--- config.mk ---
export PLATFORM = sky130hd
export DESIGN_NAME = mic1_uart_io_flat
export DESIGN_NICKNAME = d
export VERILOG_FILES = /design/src/rtl/mic1_io_pkg.sv /design/src/rtl/mic1_uart_io_if.sv /design/src/rtl/io_byte_fifo.sv /design/src/rtl/mic1_uart_io.sv /design/src/flat_wrapper.sv
export SDC_FILE = /design/constraint.sdc
export NUM_CORES = 1
export LEC_CHECK = 0
export ABC_AREA = 1
export BUFFER_PORTS_ARGS = -buffer_cell sky130_fd_sc_hd__buf_4
export CAP_MARGIN = 5
export CORE_MARGIN = 5
export CORE_UTILIZATION = 30
export DETAILED_ROUTE_END_ITERATION = 10
export PLACE_DENSITY = 0.46
export SYNTH_ARGS = -nofsm -noshare
export SYNTH_HDL_FRONTEND = slang
export SYNTH_SLANG_ARGS = --single-unit
--- constraint.sdc ---
create_clock -name clk -period 7.13 [get_ports clk]
set_input_delay 1.426 -clock clk [delete_from_list [all_inputs] [get_ports clk]]
set_output_delay 1.426 -clock clk [all_outputs]
set_load 0.005 [all_outputs]
--- src/rtl/mic1_io_pkg.sv ---
// Shared definitions for the mic1 memory-mapped UART: default register addresses,
// status register bit positions and the state encoding used by both serial engines.
package mic1_io_pkg;

    localparam logic [31:0] IO_ADDR_DEFAULT     = 32'hFFFF_FFFD;
    localparam logic [31:0] STATUS_ADDR_DEFAULT = 32'hFFFF_FFFC;

    localparam int STAT_RX_AVAIL  = 0;
    localparam int STAT_TX_FULL   = 1;
    localparam int STAT_FRAME_ERR = 2;
    localparam int STAT_OVERRUN   = 3;

    typedef enum logic [1:0] {
        IDLE  = 2'd0,
        START = 2'd1,
        DATA  = 2'd2,
        STOP  = 2'd3
    } uart_state_t;

endpackage

--- src/rtl/mic1_uart_io_if.sv ---
// CPU data-memory port as seen by the UART responder; the CPU side is the master.
interface mic1_uart_io_if;

    logic        run;
    logic        mem_read;
    logic        mem_write;
    logic [31:0] mem_addr;
    logic [31:0] mem_wdata;
    logic        io_sel;
    logic [31:0] io_rdata;

    modport master (
        output run, mem_read, mem_write, mem_addr, mem_wdata,
        input  io_sel, io_rdata
    );

    modport slave (
        input  run, mem_read, mem_write, mem_addr, mem_wdata,
        output io_sel, io_rdata
    );

endinterface

--- src/rtl/io_byte_fifo.sv ---
// Byte-wide synchronous FIFO with a combinational head. A pop frees a slot in the
// same cycle, so push+pop on a full FIFO both succeed; an empty FIFO never bypasses.
module io_byte_fifo #(
    parameter int DEPTH = 8
) (
    input  logic       clk,
    input  logic       resetn,
    input  logic       push,
    input  logic [7:0] push_data,
    input  logic       pop,
    output logic [7:0] head,
    output logic       full,
    output logic       empty
);

    localparam int            AW        = $clog2(DEPTH);
    localparam logic [AW:0]   DEPTH_CNT = (AW+1)'(DEPTH);

    logic [7:0]    mem [DEPTH];
    logic [AW-1:0] wr_ptr;
    logic [AW-1:0] rd_ptr;
    logic [AW:0]   count;
    logic          do_push;
    logic          do_pop;

    assign empty   = (count == '0);
    assign full    = (count == DEPTH_CNT);
    assign do_pop  = pop & ~empty;
    assign do_push = push & (~full | do_pop);
    assign head    = mem[rd_ptr];

    // Pointers are AW bits wide, so they wrap modulo DEPTH for free.
    always_ff @(posedge clk or negedge resetn) begin
        if (!resetn) begin
            wr_ptr <= '0;
            rd_ptr <= '0;
            count  <= '0;
        end else begin
            if (do_push) wr_ptr <= wr_ptr + 1'b1;
            if (do_pop)  rd_ptr <= rd_ptr + 1'b1;
            case ({do_push, do_pop})
                2'b10:   count <= count + 1'b1;
                2'b01:   count <= count - 1'b1;
                default: count <= count;
            endcase
        end
    end

    always_ff @(posedge clk) begin
        if (do_push) mem[wr_ptr] <= push_data;
    end

endmodule

--- src/rtl/mic1_uart_io.sv ---
// Memory-mapped 8N1 UART responder for the mic1 data port: bus decode, status flags,
// TX serialiser and RX deserialiser, each engine fed by its own byte FIFO.
module mic1_uart_io
    import mic1_io_pkg::*;
#(
    parameter logic [31:0] IO_ADDR     = IO_ADDR_DEFAULT,
    parameter logic [31:0] STATUS_ADDR = STATUS_ADDR_DEFAULT,
    parameter int          CLK_HZ      = 50_000_000,
    parameter int          BAUD        = 115_200,
    parameter int          FIFO_DEPTH  = 8
) (
    input  logic                 clk,
    input  logic                 resetn,
    mic1_uart_io_if.slave        bus,
    input  logic                 uart_rx,
    output logic                 uart_tx
);

    localparam int            CLKS_PER_BIT = CLK_HZ / BAUD;
    localparam int            CW           = $clog2(CLKS_PER_BIT);
    localparam logic [CW-1:0] LAST_CNT     = CW'(CLKS_PER_BIT - 1);
    localparam logic [CW-1:0] HALF_CNT     = CW'(CLKS_PER_BIT / 2 - 1);

    logic hit_io, hit_status;
    logic rd_q, wr_q;
    logic rd_first, wr_first;
    logic rd_io, rd_status, wr_io;
    logic frame_err, overrun;
    logic frame_set, overrun_set;
    logic [3:0] status_bits;

    logic       tx_full, tx_empty, tx_pop;
    logic [7:0] tx_head;
    logic       rx_full, rx_empty, rx_push_req;
    logic [7:0] rx_head;

    uart_state_t   tx_state, tx_state_n;
    logic [CW-1:0] tx_cnt, tx_cnt_n;
    logic [2:0]    tx_bit, tx_bit_n;
    logic [7:0]    tx_shift, tx_shift_n;
    logic          tx_line_n;

    uart_state_t   rx_state, rx_state_n;
    logic [CW-1:0] rx_cnt, rx_cnt_n;
    logic [2:0]    rx_bit, rx_bit_n;
    logic [7:0]    rx_shift, rx_shift_n;
    logic          rx_sync1, rx_sync2, rx_prev;

    logic unused_wdata;
    assign unused_wdata = ^bus.mem_wdata[31:8];

    assign hit_io     = (bus.mem_addr == IO_ADDR);
    assign hit_status = (bus.mem_addr == STATUS_ADDR);
    assign bus.io_sel = hit_io | hit_status;

    // Side effects fire only on the rising edge of a strobe, so held strobes act once.
    assign rd_first  = bus.run & bus.mem_read  & ~rd_q;
    assign wr_first  = bus.run & bus.mem_write & ~wr_q;
    assign rd_io     = rd_first & hit_io;
    assign rd_status = rd_first & hit_status;
    assign wr_io     = wr_first & hit_io;

    always_comb begin
        status_bits                 = '0;
        status_bits[STAT_RX_AVAIL]  = ~rx_empty;
        status_bits[STAT_TX_FULL]   = tx_full;
        status_bits[STAT_FRAME_ERR] = frame_err;
        status_bits[STAT_OVERRUN]   = overrun;
    end

    assign overrun_set = rx_push_req & rx_full & ~rd_io;

    // New errors take priority over the status read that clears them.
    always_ff @(posedge clk or negedge resetn) begin
        if (!resetn) begin
            rd_q         <= 1'b0;
            wr_q         <= 1'b0;
            bus.io_rdata <= '0;
            frame_err    <= 1'b0;
            overrun      <= 1'b0;
        end else begin
            rd_q      <= bus.mem_read;
            wr_q      <= bus.mem_write;
            frame_err <= frame_set   | (frame_err & ~rd_status);
            overrun   <= overrun_set | (overrun   & ~rd_status);
            if (rd_io)
                bus.io_rdata <= {24'b0, (rx_empty ? 8'h00 : rx_head)};
            else if (rd_status)
                bus.io_rdata <= {28'b0, status_bits};
        end
    end

    io_byte_fifo #(.DEPTH(FIFO_DEPTH)) u_tx_fifo (
        .clk       (clk),
        .resetn    (resetn),
        .push      (wr_io),
        .push_data (bus.mem_wdata[7:0]),
        .pop       (tx_pop),
        .head      (tx_head),
        .full      (tx_full),
        .empty     (tx_empty)
    );

    io_byte_fifo #(.DEPTH(FIFO_DEPTH)) u_rx_fifo (
        .clk       (clk),
        .resetn    (resetn),
        .push      (rx_push_req),
        .push_data (rx_shift),
        .pop       (rd_io),
        .head      (rx_head),
        .full      (rx_full),
        .empty     (rx_empty)
    );

    // TX: the line level is computed from the next state so uart_tx comes straight off a flop.
    always_comb begin
        tx_state_n = tx_state;
        tx_cnt_n   = tx_cnt;
        tx_bit_n   = tx_bit;
        tx_shift_n = tx_shift;
        tx_pop     = 1'b0;
        tx_line_n  = 1'b1;
        case (tx_state)
            IDLE: begin
                if (!tx_empty) begin
                    tx_pop     = 1'b1;
                    tx_shift_n = tx_head;
                    tx_cnt_n   = '0;
                    tx_state_n = START;
                end
            end
            START: begin
                if (tx_cnt == LAST_CNT) begin
                    tx_cnt_n   = '0;
                    tx_bit_n   = '0;
                    tx_state_n = DATA;
                end else begin
                    tx_cnt_n = tx_cnt + 1'b1;
                end
            end
            DATA: begin
                if (tx_cnt == LAST_CNT) begin
                    tx_cnt_n = '0;
                    if (tx_bit == 3'd7) begin
                        tx_state_n = STOP;
                    end else begin
                        tx_bit_n   = tx_bit + 1'b1;
                        tx_shift_n = {1'b0, tx_shift[7:1]};
                    end
                end else begin
                    tx_cnt_n = tx_cnt + 1'b1;
                end
            end
            STOP: begin
                if (tx_cnt == LAST_CNT) begin
                    tx_cnt_n = '0;
                    if (!tx_empty) begin
                        tx_pop     = 1'b1;
                        tx_shift_n = tx_head;
                        tx_state_n = START;
                    end else begin
                        tx_state_n = IDLE;
                    end
                end else begin
                    tx_cnt_n = tx_cnt + 1'b1;
                end
            end
            default: tx_state_n = IDLE;
        endcase
        case (tx_state_n)
            START:   tx_line_n = 1'b0;
            DATA:    tx_line_n = tx_shift_n[0];
            default: tx_line_n = 1'b1;
        endcase
    end

    always_ff @(posedge clk or negedge resetn) begin
        if (!resetn) begin
            tx_state <= IDLE;
            tx_cnt   <= '0;
            tx_bit   <= '0;
            tx_shift <= '0;
            uart_tx  <= 1'b1;
        end else begin
            tx_state <= tx_state_n;
            tx_cnt   <= tx_cnt_n;
            tx_bit   <= tx_bit_n;
            tx_shift <= tx_shift_n;
            uart_tx  <= tx_line_n;
        end
    end

    // RX: start is confirmed half a bit after the falling edge; later samples land mid-bit.
    always_comb begin
        rx_state_n  = rx_state;
        rx_cnt_n    = rx_cnt;
        rx_bit_n    = rx_bit;
        rx_shift_n  = rx_shift;
        rx_push_req = 1'b0;
        frame_set   = 1'b0;
        case (rx_state)
            IDLE: begin
                if (rx_prev && !rx_sync2) begin
                    rx_cnt_n   = '0;
                    rx_state_n = START;
                end
            end
            START: begin
                if (rx_cnt == HALF_CNT) begin
                    rx_cnt_n = '0;
                    rx_bit_n = '0;
                    rx_state_n = rx_sync2 ? IDLE : DATA;
                end else begin
                    rx_cnt_n = rx_cnt + 1'b1;
                end
            end
            DATA: begin
                if (rx_cnt == LAST_CNT) begin
                    rx_cnt_n   = '0;
                    rx_shift_n = {rx_sync2, rx_shift[7:1]};
                    if (rx_bit == 3'd7)
                        rx_state_n = STOP;
                    else
                        rx_bit_n = rx_bit + 1'b1;
                end else begin
                    rx_cnt_n = rx_cnt + 1'b1;
                end
            end
            STOP: begin
                if (rx_cnt == LAST_CNT) begin
                    rx_cnt_n    = '0;
                    rx_state_n  = IDLE;
                    rx_push_req = rx_sync2;
                    frame_set   = ~rx_sync2;
                end else begin
                    rx_cnt_n = rx_cnt + 1'b1;
                end
            end
            default: rx_state_n = IDLE;
        endcase
    end

    always_ff @(posedge clk or negedge resetn) begin
        if (!resetn) begin
            rx_sync1 <= 1'b1;
            rx_sync2 <= 1'b1;
            rx_prev  <= 1'b1;
            rx_state <= IDLE;
            rx_cnt   <= '0;
            rx_bit   <= '0;
            rx_shift <= '0;
        end else begin
            rx_sync1 <= uart_rx;
            rx_sync2 <= rx_sync1;
            rx_prev  <= rx_sync2;
            rx_state <= rx_state_n;
            rx_cnt   <= rx_cnt_n;
            rx_bit   <= rx_bit_n;
            rx_shift <= rx_shift_n;
        end
    end

endmodule

--- src/flat_wrapper.sv ---
// flat-port wrapper written by rule: the top's interface ports become plain ports
module mic1_uart_io_flat import mic1_io_pkg::*;
#(
    parameter logic [31:0] IO_ADDR     = IO_ADDR_DEFAULT,
    parameter logic [31:0] STATUS_ADDR = STATUS_ADDR_DEFAULT,
    parameter int          CLK_HZ      = 50_000_000,
    parameter int          BAUD        = 115_200,
    parameter int          FIFO_DEPTH  = 8
)
  (clk, resetn, uart_rx, uart_tx, bus_run, bus_mem_read, bus_mem_write, bus_mem_addr, bus_mem_wdata, bus_io_sel, bus_io_rdata);
  mic1_uart_io_if bus_i ();
  input  logic clk;
  input  logic resetn;
  input  logic uart_rx;
  output logic uart_tx;
  input wire logic [$bits(bus_i.run)-1:0] bus_run;
  input wire logic [$bits(bus_i.mem_read)-1:0] bus_mem_read;
  input wire logic [$bits(bus_i.mem_write)-1:0] bus_mem_write;
  input wire logic [$bits(bus_i.mem_addr)-1:0] bus_mem_addr;
  input wire logic [$bits(bus_i.mem_wdata)-1:0] bus_mem_wdata;
  output wire logic [$bits(bus_i.io_sel)-1:0] bus_io_sel;
  output wire logic [$bits(bus_i.io_rdata)-1:0] bus_io_rdata;
  assign bus_i.run = bus_run;
  assign bus_i.mem_read = bus_mem_read;
  assign bus_i.mem_write = bus_mem_write;
  assign bus_i.mem_addr = bus_mem_addr;
  assign bus_i.mem_wdata = bus_mem_wdata;
  assign bus_io_sel = bus_i.io_sel;
  assign bus_io_rdata = bus_i.io_rdata;
  mic1_uart_io #(.IO_ADDR(IO_ADDR), .STATUS_ADDR(STATUS_ADDR), .CLK_HZ(CLK_HZ), .BAUD(BAUD), .FIFO_DEPTH(FIFO_DEPTH)) u_core (.clk(clk), .resetn(resetn), .bus(bus_i), .uart_rx(uart_rx), .uart_tx(uart_tx));
endmodule
==> results.txt, run 1 <==
Routed WL: 22000 um
Initial Utilization: 0.303
Critical Path AT: 2680 ps
clock skew: 9.78 ps
Post-DP Area: 0.0103 mm2
Wirelength per Cell: 15.7 um
final antenna-violating net count: 0
clk sink count: 208
Clk Latency, worst-skew pair: 520 ps
Worst EP required: 5700 ps
fin nets: 1077
first-pass GRT wire length: 35600 um
DR DRC count: 0
maximum vdd drop: 0.159 mV
pin count of the biggest net entering global routing: 70
Layout Cell Area excl Fill: 0.0111 mm2
Antenna diodes: 0
post-synthesis cell count: 917
largest area contributor in the netlist: edfxtp_1
reg2reg setup slack: 4190 ps
Seq cells post-synth: 208
status: complete, no violations
initial antenna violation count: 0
RSZ-0062 raised after global routing: no
share of the synthesized area in the top cell type: 0.402
most common cell after layout, fill and taps aside: nand2_1
HP Class: reg -> reg
CTS max path bufs: 3
Die X: 189 um
die height: 189 um
DRT Pass-1 Iters: 4
CTS H-tree lvls: 1
Post-synth top flop: edfxtp_1
Worst setup SP type: primary input
final setup vio count: 0
CTS buffer count: 25
synth unique cells: 49
Final Cycle Share: 0.575
synthesis-to-layout area growth: 16.3%
final hold slack: 357 ps
layout cells sized above 1: 0.144
CTS Root Cell: clkbuf_16
via count: 6415
most frequent cells in the layout: 164 x nand2_1, 130 x nor2_1, 128 x edfxtp_1
clock transition at the registers of the reported paths: 60 ps
mean area per synthesized cell: 10.4 um2
critical path class: in -> out
PortBufs: 55
sequential area share after synthesis: 0.612
max-cap violations: 0
Post-synth EDFFs: 128
P_leak: 4.63 nW
Total GRT Usage: 0.124
postcts setup bufs: 0
yosys warns: 0
synth top area cells: edfxtp_1 40%, dfrtp_1 20%, nand2_1 6.4%, nor2_1 5.1%, o21ai_0 4.9%
Core ar.: 0.0316 mm2
Max Slew Vio Count: 0
Mapped Area: 0.00956 mm2
post-CTS resize count: 0
Hold Fails Final Rpt: 0
Crit Path Max Fanout: 3
CTS Hold Bufs: 0
initial drt markers: 369
routability-driven placement congestion ratio: 0.753
TritonCTS clock tree: done
vias in the first global route: 6512
power per cell area: 240 mW/mm2
# rows: 65
Slew HR: 0.274
IO Pins: 104
die area: 0.0356 mm2
fin crit period: 4100 ps
Setup crit end kind: primary output
Slew @ Worst Pin: 1090 ps
post-DP HPWL: 14000 um
vias per inst: 4.58
total negative slack: 0 ps
asr flop ratio synth: 0.385
f_max: 244 MHz
GRT overflow: 0
## state kept, by name, summed over array words and instances (netlist names), 2 cells and up, named ones only
name                     cells
u_core.rx_shift              8
u_core.u_tx_fifo.wr_ptr      3
u_core.u_tx_fifo.mem        64
u_core.bus.io_rdata          8
u_core.u_tx_fifo.rd_ptr      3
u_core.rx_bit                3
u_core.u_rx_fifo.wr_ptr      3
u_core.tx_bit                3
u_core.u_rx_fifo.mem        64
u_core.tx_shift              8
u_core.rx_cnt                9
u_core.u_rx_fifo.rd_ptr      3
u_core.u_rx_fifo.count       4
u_core.u_tx_fifo.count       4
u_core.tx_state              2
u_core.tx_cnt                9
## critical path: stages
cell and delay (ps):
buf_4 80, nand2_1 40, nor2_1 230, nand2_1 160
nor2_2 220, nand2_1 140, nand2_1 230, buf_4 160
## kinds of logic (layout without fill, tap and decap cells)
family / after synthesis / in the layout / share of synthesized area
xor gates and xnor gates: 19 / 19 / 0.0174
AOI/OAI and AO/OA: 171 / 171 / 0.103
muxes: 1 / 1 / 0.00118
and+or+nand+nor: 371 / 371 / 0.175
other: 1 / 24 / 0.000392
DFF: 208 / 208 / 0.612
buffers and inverters: 121 / 181 / 0.0576
adders and majority gates: 25 / 25 / 0.0343
## path summary, 6_finish.rpt
check,to,start,cells after the start
setup / recovery,bus_io_sel,bus_mem_addr[13],8
hold / removal,u_core.rx_sync2,u_core.rx_sync1,0
setup reg to reg,u_core.u_tx_fifo.count[3],u_core.tx_cnt[1],20
hold reg to reg,u_core.rx_sync2,u_core.rx_sync1,0
max in group asynchronous,u_core.rx_shift[4],resetn,2
min in group asynchronous,u_core.tx_shift[7],resetn,1
## power by group
group | total [W] | internal [W] | switching (W)
clock network | 0.00122 | 0.000723 | 0.000494
logic | 0.000141 | 0.0000489 | 0.0000926
registers | 0.00131 | 0.00130 | 0.0000191
## per-stage QoR
step,utilization,setup slack [ps],cells,power [W]
final,0.353,3030,1402,0.00267
after global routing,0.353,2880,1402,0.00278
after CTS,0.353,2960,1402,0.00271
after detailed placement,0.328,2850,1357,0.00148
after global placement,0.328,2830,1357,0.00148
after floorplan,-,3500,940,0.00143
## routing by layer
layer	part of all wire	up-vias	track usage
li1	-	3214	-
met1	0.49	3062	0.175
met2	0.46	108	0.205
met3	0.036	31	0.0174
met4	0.018	0	0.0272
met5	0	-	0
## Yosys cell counts, types with 15 or more instances
master    number
nand3_1       19
nor2_1       130
ha_1          23
inv_1         71
clkbuf_1      15
o21ai_0       93
o22ai_1       15
edfxtp_1     128
a21oi_1       27
xor2_1        17
nand2_1      164
dfrtp_1       76
buf_4         24
## layout make-up
class	instances	area [um2]
Multi-Input combinational cell	611	3250
Clock buffer	34	701
Sequential cell	208	5850
Fill cell	3195	20400
Clock inverter	11	87.6
Inverter	76	285
Tap cell	402	503
Timing Repair Buffer	60	450
No activity file was read; power rests on OpenSTA's default activity.
==> run 2: changes to the inputs <==
clock period = 4.3 ns   (was 7.13 ns; I/O delays follow)
==> run 2 against run 1 <==
- global-route usage is 0.15 points lower
- register-to-register slack worse by 2900 ps
- via count grew 0.78%
- flip-flop and latch count did not move
- cell count grew 1.1%
- count of clock-buffer cells in the layout fell by 1
- worst setup slack lost 1900 ps
- routed wire length up 1.0%
- highest routed layer unchanged
- clock power rose by 62%
- critical endpoint is now u_core.u_tx_fifo.count[3]
==> results.txt, run 2 (synthesis results as in run 1) <==
DR DRC count: 0 (unchanged)
f_max: 316 MHz
Max Slew Vio Count: 0 (unchanged)
post-CTS resize count: 0 (unchanged)
CTS Hold Bufs: 0 (unchanged)
fin crit period: 3170 ps
Worst EP required: 4700 ps (was 5700 ps)
most frequent cells in the layout: 164 x nand2_1, 130 x nor2_1, 128 x edfxtp_1 (unchanged)
Slew @ Worst Pin: 1170 ps (was 1090 ps)
IO Pins: 104 (unchanged)
CTS H-tree lvls: 1 (unchanged)
most common cell after layout, fill and taps aside: nand2_1 (unchanged)
Largest regs: u_core.u_rx_fifo.mem x64, u_core.u_tx_fifo.mem x64 (unchanged)
Clk Latency, worst-skew pair: 530 ps (was 520 ps)
synthesis-to-layout area growth: 17.2% (was 16.3%)
CTS buffer count: 25 (unchanged)
die area: 0.0356 mm2 (unchanged)
postcts setup bufs: 0 (unchanged)
maximum vdd drop: 0.520 mV (was 0.159 mV)
Core ar.: 0.0316 mm2 (unchanged)
Initial Utilization: 0.303 (unchanged)
RSZ-0062 raised after global routing: no (unchanged)
post-DP HPWL: 14200 um (was 14000 um)
Final Cycle Share: 0.736
Min-Delay Startpoint: u_core.rx_sync1 (unchanged)
Final Core Density: 0.355 (was 0.353)
layout cells sized above 1: 0.155 (was 0.144)
pin count of the biggest net entering global routing: 67 (was 70)
Setup crit end kind: flip-flop (was primary output)
fin nets: 1092 (was 1077)
CTS max path bufs: 3 (unchanged)
Slew HR: 0.223 (was 0.274)
initial antenna violation count: 0 (unchanged)
clock skew: 19.1 ps (was 9.78 ps)
final antenna-violating net count: 0 (unchanged)
Total GRT Usage: 0.122 (was 0.124)
Wirelength per Cell: 15.7 um (about the same)
final setup vio count: 0 (unchanged)
Worst setup SP type: primary input (unchanged)
Hold Fails Final Rpt: 0 (unchanged)
Critical path origin: bus_mem_addr[13] (unchanged)
via count: 6465 (was 6415)
final hold slack: 356 ps (was 357 ps)
max-cap violations: 0 (unchanged)
routability-driven placement congestion ratio: 0.759 (was 0.753)
Routed WL: 22200 um (was 22000 um)
power per cell area: 391 mW/mm2 (was 240 mW/mm2)
Die X: 189 um (unchanged)
vias in the first global route: 6213 (was 6512)
P_leak: 4.69 nW (was 4.63 nW)
Crit Path Max Fanout: 7 (was 3)
CTS Root Cell: clkbuf_16 (unchanged)
worst reg2reg path startpoint: u_core.tx_cnt[1] (unchanged)
Critical Path AT: 3570 ps (was 2680 ps)
Antenna diodes: 0 (unchanged)
clock transition at the registers of the reported paths: 60 ps (about the same)
TritonCTS clock tree: done (unchanged)
GRT overflow: 0 (unchanged)
critical path class: in -> reg (was in -> out)
total negative slack: 0 ps (unchanged)
PortBufs: 55 (unchanged)
clk sink count: 208 (unchanged)
die height: 189 um (unchanged)
vias per inst: 4.56 (was 4.58)
HP Class: reg -> reg (unchanged)
first-pass GRT wire length: 35000 um (was 35600 um)
# rows: 65 (unchanged)
overall power: 0.00439 W (was 0.00267 W)
status: complete, no violations (unchanged)
initial drt markers: 393 (was 369)
DRT Pass-1 Iters: 5 (was 4)
==> run 2: changes by cell type in the layout (fill, tap and decap cells not counted) <==
cell | previous run | this run
clkbuf_1 | 6 | 7
clkbuf_8 | 2 | 1
buf_4 | 60 | 75
clkbuf_16 | 26 | 25
clkinv_1 | 4 | 5
clkinv_2 | 3 | 2
clkinvlp_4 | 3 | 4
==> run 2: cell type report <==
type	instances	area [um2]
Fill cell	3174	20300
Tap cell	402	503
Clock buffer	33	666
Inverter	76	285
Timing Repair Buffer	75	563
Clock inverter	12	93.8
Multi-Input combinational cell	611	3250
Sequential cell	208	5850
==> run 2: worst max-delay path: stages <==
cell	delay, ps
buf_4	80
nand2_1	50
nor2_1	210
nand2_1	160
nor2_2	200
nand2_1	140
nor3_2	400
nand2_4	160
ha_1	270
ha_1	330
nand2_1	70
nor2_1	40
a211oi_1	250
nor2_1	70
nor2_1	90
nand2_1	60
xor2_1	130
==> run 2: worst paths after layout <==
| kind | end | slack (ps) | depth (start not counted) |
|---|---|---|---|
| worst max register to register | u_core.u_tx_fifo.count[3] | 1310 | 20 |
| worst min-delay path | u_core.rx_sync2 | 360 | 0 |
| min in group asynchronous | u_core.tx_cnt[0] | 480 | 1 |
| max in group asynchronous | u_core.u_tx_fifo.wr_ptr[2] | 3010 | 2 |
| worst max-delay path | u_core.u_tx_fifo.count[3] | 1130 | 17 |
| worst min register to register | u_core.rx_sync2 | 360 | 0 |
==> run 2: metal layers <==
layer	vias up	global-route usage	wire, um
met4	0	0.0272	411
met2	97	0.195	10100
met5	-	0	0
met3	29	0.0209	891
met1	3091	0.176	10900
li1	3248	-	-
==> run 2: metrics by stage <==
step	std cells	cell area [um2]	setup WS (ps)
2_1_floorplan	940	9650	1230
3_3_place_gp	1372	10500	588
3_5_place_dp	1372	10500	524
4_1_cts	1417	11200	1060
5_1_grt	1417	11200	852
6_report	1417	11200	1130
==> run 2: power by group <==
part	leakage (nW)	switching, W	internal, W
clock network	0.357	0.000828	0.00115
registers	2.31	0.0000306	0.00215
logic	2.02	0.000152	0.0000818
total	4.69	0.00101	0.00338
==> run 3: changes to the inputs <==
PLACE_DENSITY = 0.48   (was 0.46)
clock period = 2.8 ns   (was 4.3 ns; I/O delays follow)
==> run 3 against run 2 <==
- global-route usage fell by 0.28 points
- total power increased by 56%
- cell count is 2.0% higher
==> results.txt, run 3 (synthesis results as in run 1) <==
pin count of the biggest net entering global routing: 44 (was 67)
post-DP HPWL: 14300 um (was 14200 um)
P_leak: 4.88 nW (was 4.69 nW)
IO Pins: 104 (unchanged)
CTS H-tree lvls: 1 (unchanged)
top routing layer used: met4 (unchanged)
vias in the first global route: 6415 (was 6213)
most common cell after layout, fill and taps aside: nand2_1 (unchanged)
most frequent cells in the layout: 163 x nand2_1, 130 x nor2_1, 128 x edfxtp_1 (was 164 x nand2_1, 130 x nor2_1, 128 x edfxtp_1)
TritonCTS clock tree: done (unchanged)
fin nets: 1120 (was 1092)
f_max: 383 MHz
max-cap violations: 0 (unchanged)
Largest regs: u_core.u_rx_fifo.mem x64, u_core.u_tx_fifo.mem x64 (unchanged)
Clk Latency, worst-skew pair: 510 ps (was 530 ps)
die height: 189 um (unchanged)
CTS Root Cell: clkbuf_16 (unchanged)
initial drt markers: 468 (was 393)
Initial Utilization: 0.303 (unchanged)
Worst EP required: 3190 ps (was 4700 ps)
clk sink count: 208 (unchanged)
met1 WL: 10600 um (was 10900 um)
routability-driven placement congestion ratio: 0.758 (was 0.759)
maximum vdd drop: 0.553 mV (was 0.520 mV)
Max Slew Vio Count: 0 (unchanged)
status: complete, no violations (unchanged)
Total GRT Usage: 0.120 (was 0.122)
synthesis-to-layout area growth: 20.8% (was 17.2%)
overall power: 0.00686 W (was 0.00439 W)
layout cells sized above 1: 0.191 (was 0.155)
CTS buffer count: 25 (unchanged)
Slew @ Worst Pin: 619 ps (was 1170 ps)
HP Class: in -> async (was reg -> reg)
Die X: 189 um (unchanged)
Hold Fails Final Rpt: 0 (unchanged)
WL met2: 9790 um (was 10100 um)
Critical Path AT: 2990 ps (was 3570 ps)
fin crit period: 2610 ps
CTS Hold Bufs: 0 (unchanged)
GRT overflow: 0 (unchanged)
via count: 6573 (was 6465)
critical path class: reg -> reg (was in -> reg)
CTS max path bufs: 3 (unchanged)
final antenna-violating net count: 0 (unchanged)
first-pass GRT wire length: 34600 um (was 35000 um)
clock transition at the registers of the reported paths: 60 ps (about the same)
total negative slack: 0 ps (unchanged)
Setup crit end kind: flip-flop (unchanged)
Crit Path Max Fanout: 3 (was 7)
Antenna diodes: 0 (unchanged)
Wirelength per Cell: 15.0 um (was 15.7 um)
die area: 0.0356 mm2 (unchanged)
DR WL met3: 947 um (was 891 um)
DRT Pass-1 Iters: 4 (was 5)
Core ar.: 0.0316 mm2 (unchanged)
filler cell count: 3156 (was 3174)
PortBufs: 55 (unchanged)
Final Cycle Share: 0.932
# rows: 65 (unchanged)
Routed WL: 21700 um (was 22200 um)
vias per inst: 4.55 (was 4.56)
final hold slack: 57.4 ps (was 356 ps)
final setup vio count: 0 (unchanged)
Slew HR: 0.587 (was 0.223)
Worst setup SP type: flip-flop (was primary input)
initial antenna violation count: 0 (unchanged)
DR DRC count: 0 (unchanged)
RSZ-0062 raised after global routing: no (unchanged)
clock skew: 11.5 ps (was 19.1 ps)
power per cell area: 593 mW/mm2 (was 391 mW/mm2)
## run 3: cell count changes in the layout (fill, tap and decap cells not counted), sizes merged
cell / change
inv: -1
clkbuf: -5
clkinv: +7
bufinv: +2
clkinvlp: -3
buf: +28
## run 3: where the power goes
group	total [W]	switching [W]	internal [W]	leakage (nW)
sequential	0.00335	0.0000468	0.00330	2.31
combinational	0.000358	0.000231	0.000127	2.17
clock	0.00315	0.00123	0.00193	0.402
total	0.00686	0.00150	0.00535	4.88
## run 3: final timing paths
path / cells after the start / startpoint / slack [ps] / to
max reg2reg: 20 / u_core.tx_cnt[1] / 190 / u_core.u_tx_fifo.count[3]
min: 1 / resetn / 60 / u_core.tx_cnt[5]
min reg2reg: 0 / u_core.rx_sync1 / 350 / u_core.rx_sync2
max: 20 / u_core.tx_cnt[1] / 190 / u_core.u_tx_fifo.count[3]
min in group clk: 1 / uart_rx / 160 / u_core.rx_sync1
max in group asynchronous: 2 / resetn / 2020 / u_core.rx_prev
## run 3: routing by layer
layer / track usage / vias to the layer above
met5: 0 / -
met4: 0.0261 / 0
met1: 0.174 / 3127
li1: - / 3304
met3: 0.0187 / 30
met2: 0.190 / 112
## run 3: critical path, stage by stage (launching register included)
cell	delay, ps
dfrtp_1	380
inv_2	60
ha_2	180
nand2_2	70
nor3_4	200
nand2_4	70
nand2_4	80
nand2_4	60
inv_4	60
nand2_4	70
nand2_4	90
nand2_4	50
ha_4	190
ha_4	220
nand2_1	50
nor2_1	40
a211oi_2	240
nor2_1	70
nor2_1	100
nand2_1	70
xor2_1	130
## run 3: metrics by stage
step | area [um2] | cells | util | setup slack [ps]
2_1_floorplan | 9650 | 940 | - | 33.7
3_3_place_gp | 10600 | 1394 | 0.337 | -103
3_5_place_dp | 10600 | 1394 | 0.337 | -162
4_1_cts | 11400 | 1439 | 0.362 | 3.87
5_1_grt | 11600 | 1445 | 0.366 | 21.8
6_report | 11600 | 1445 | 0.366 | 192
## run 3: cell type report
class	instances	area, um2	share of cell area
clock buffer	28	647	0.0560
clock inverter	17	158	0.0136
inverter	76	288	0.0249
multi-input combinational	611	3320	0.288
sequential	208	5850	0.506
tap	402	503	0.0435
timing repair buffer	103	786	0.0680
## run 3: timing repair
action                                  4_1_cts  5_1_grt
gates resized for setup                       0       12
setup buffers                                 0        6
endpoints found under the setup margin        0        2
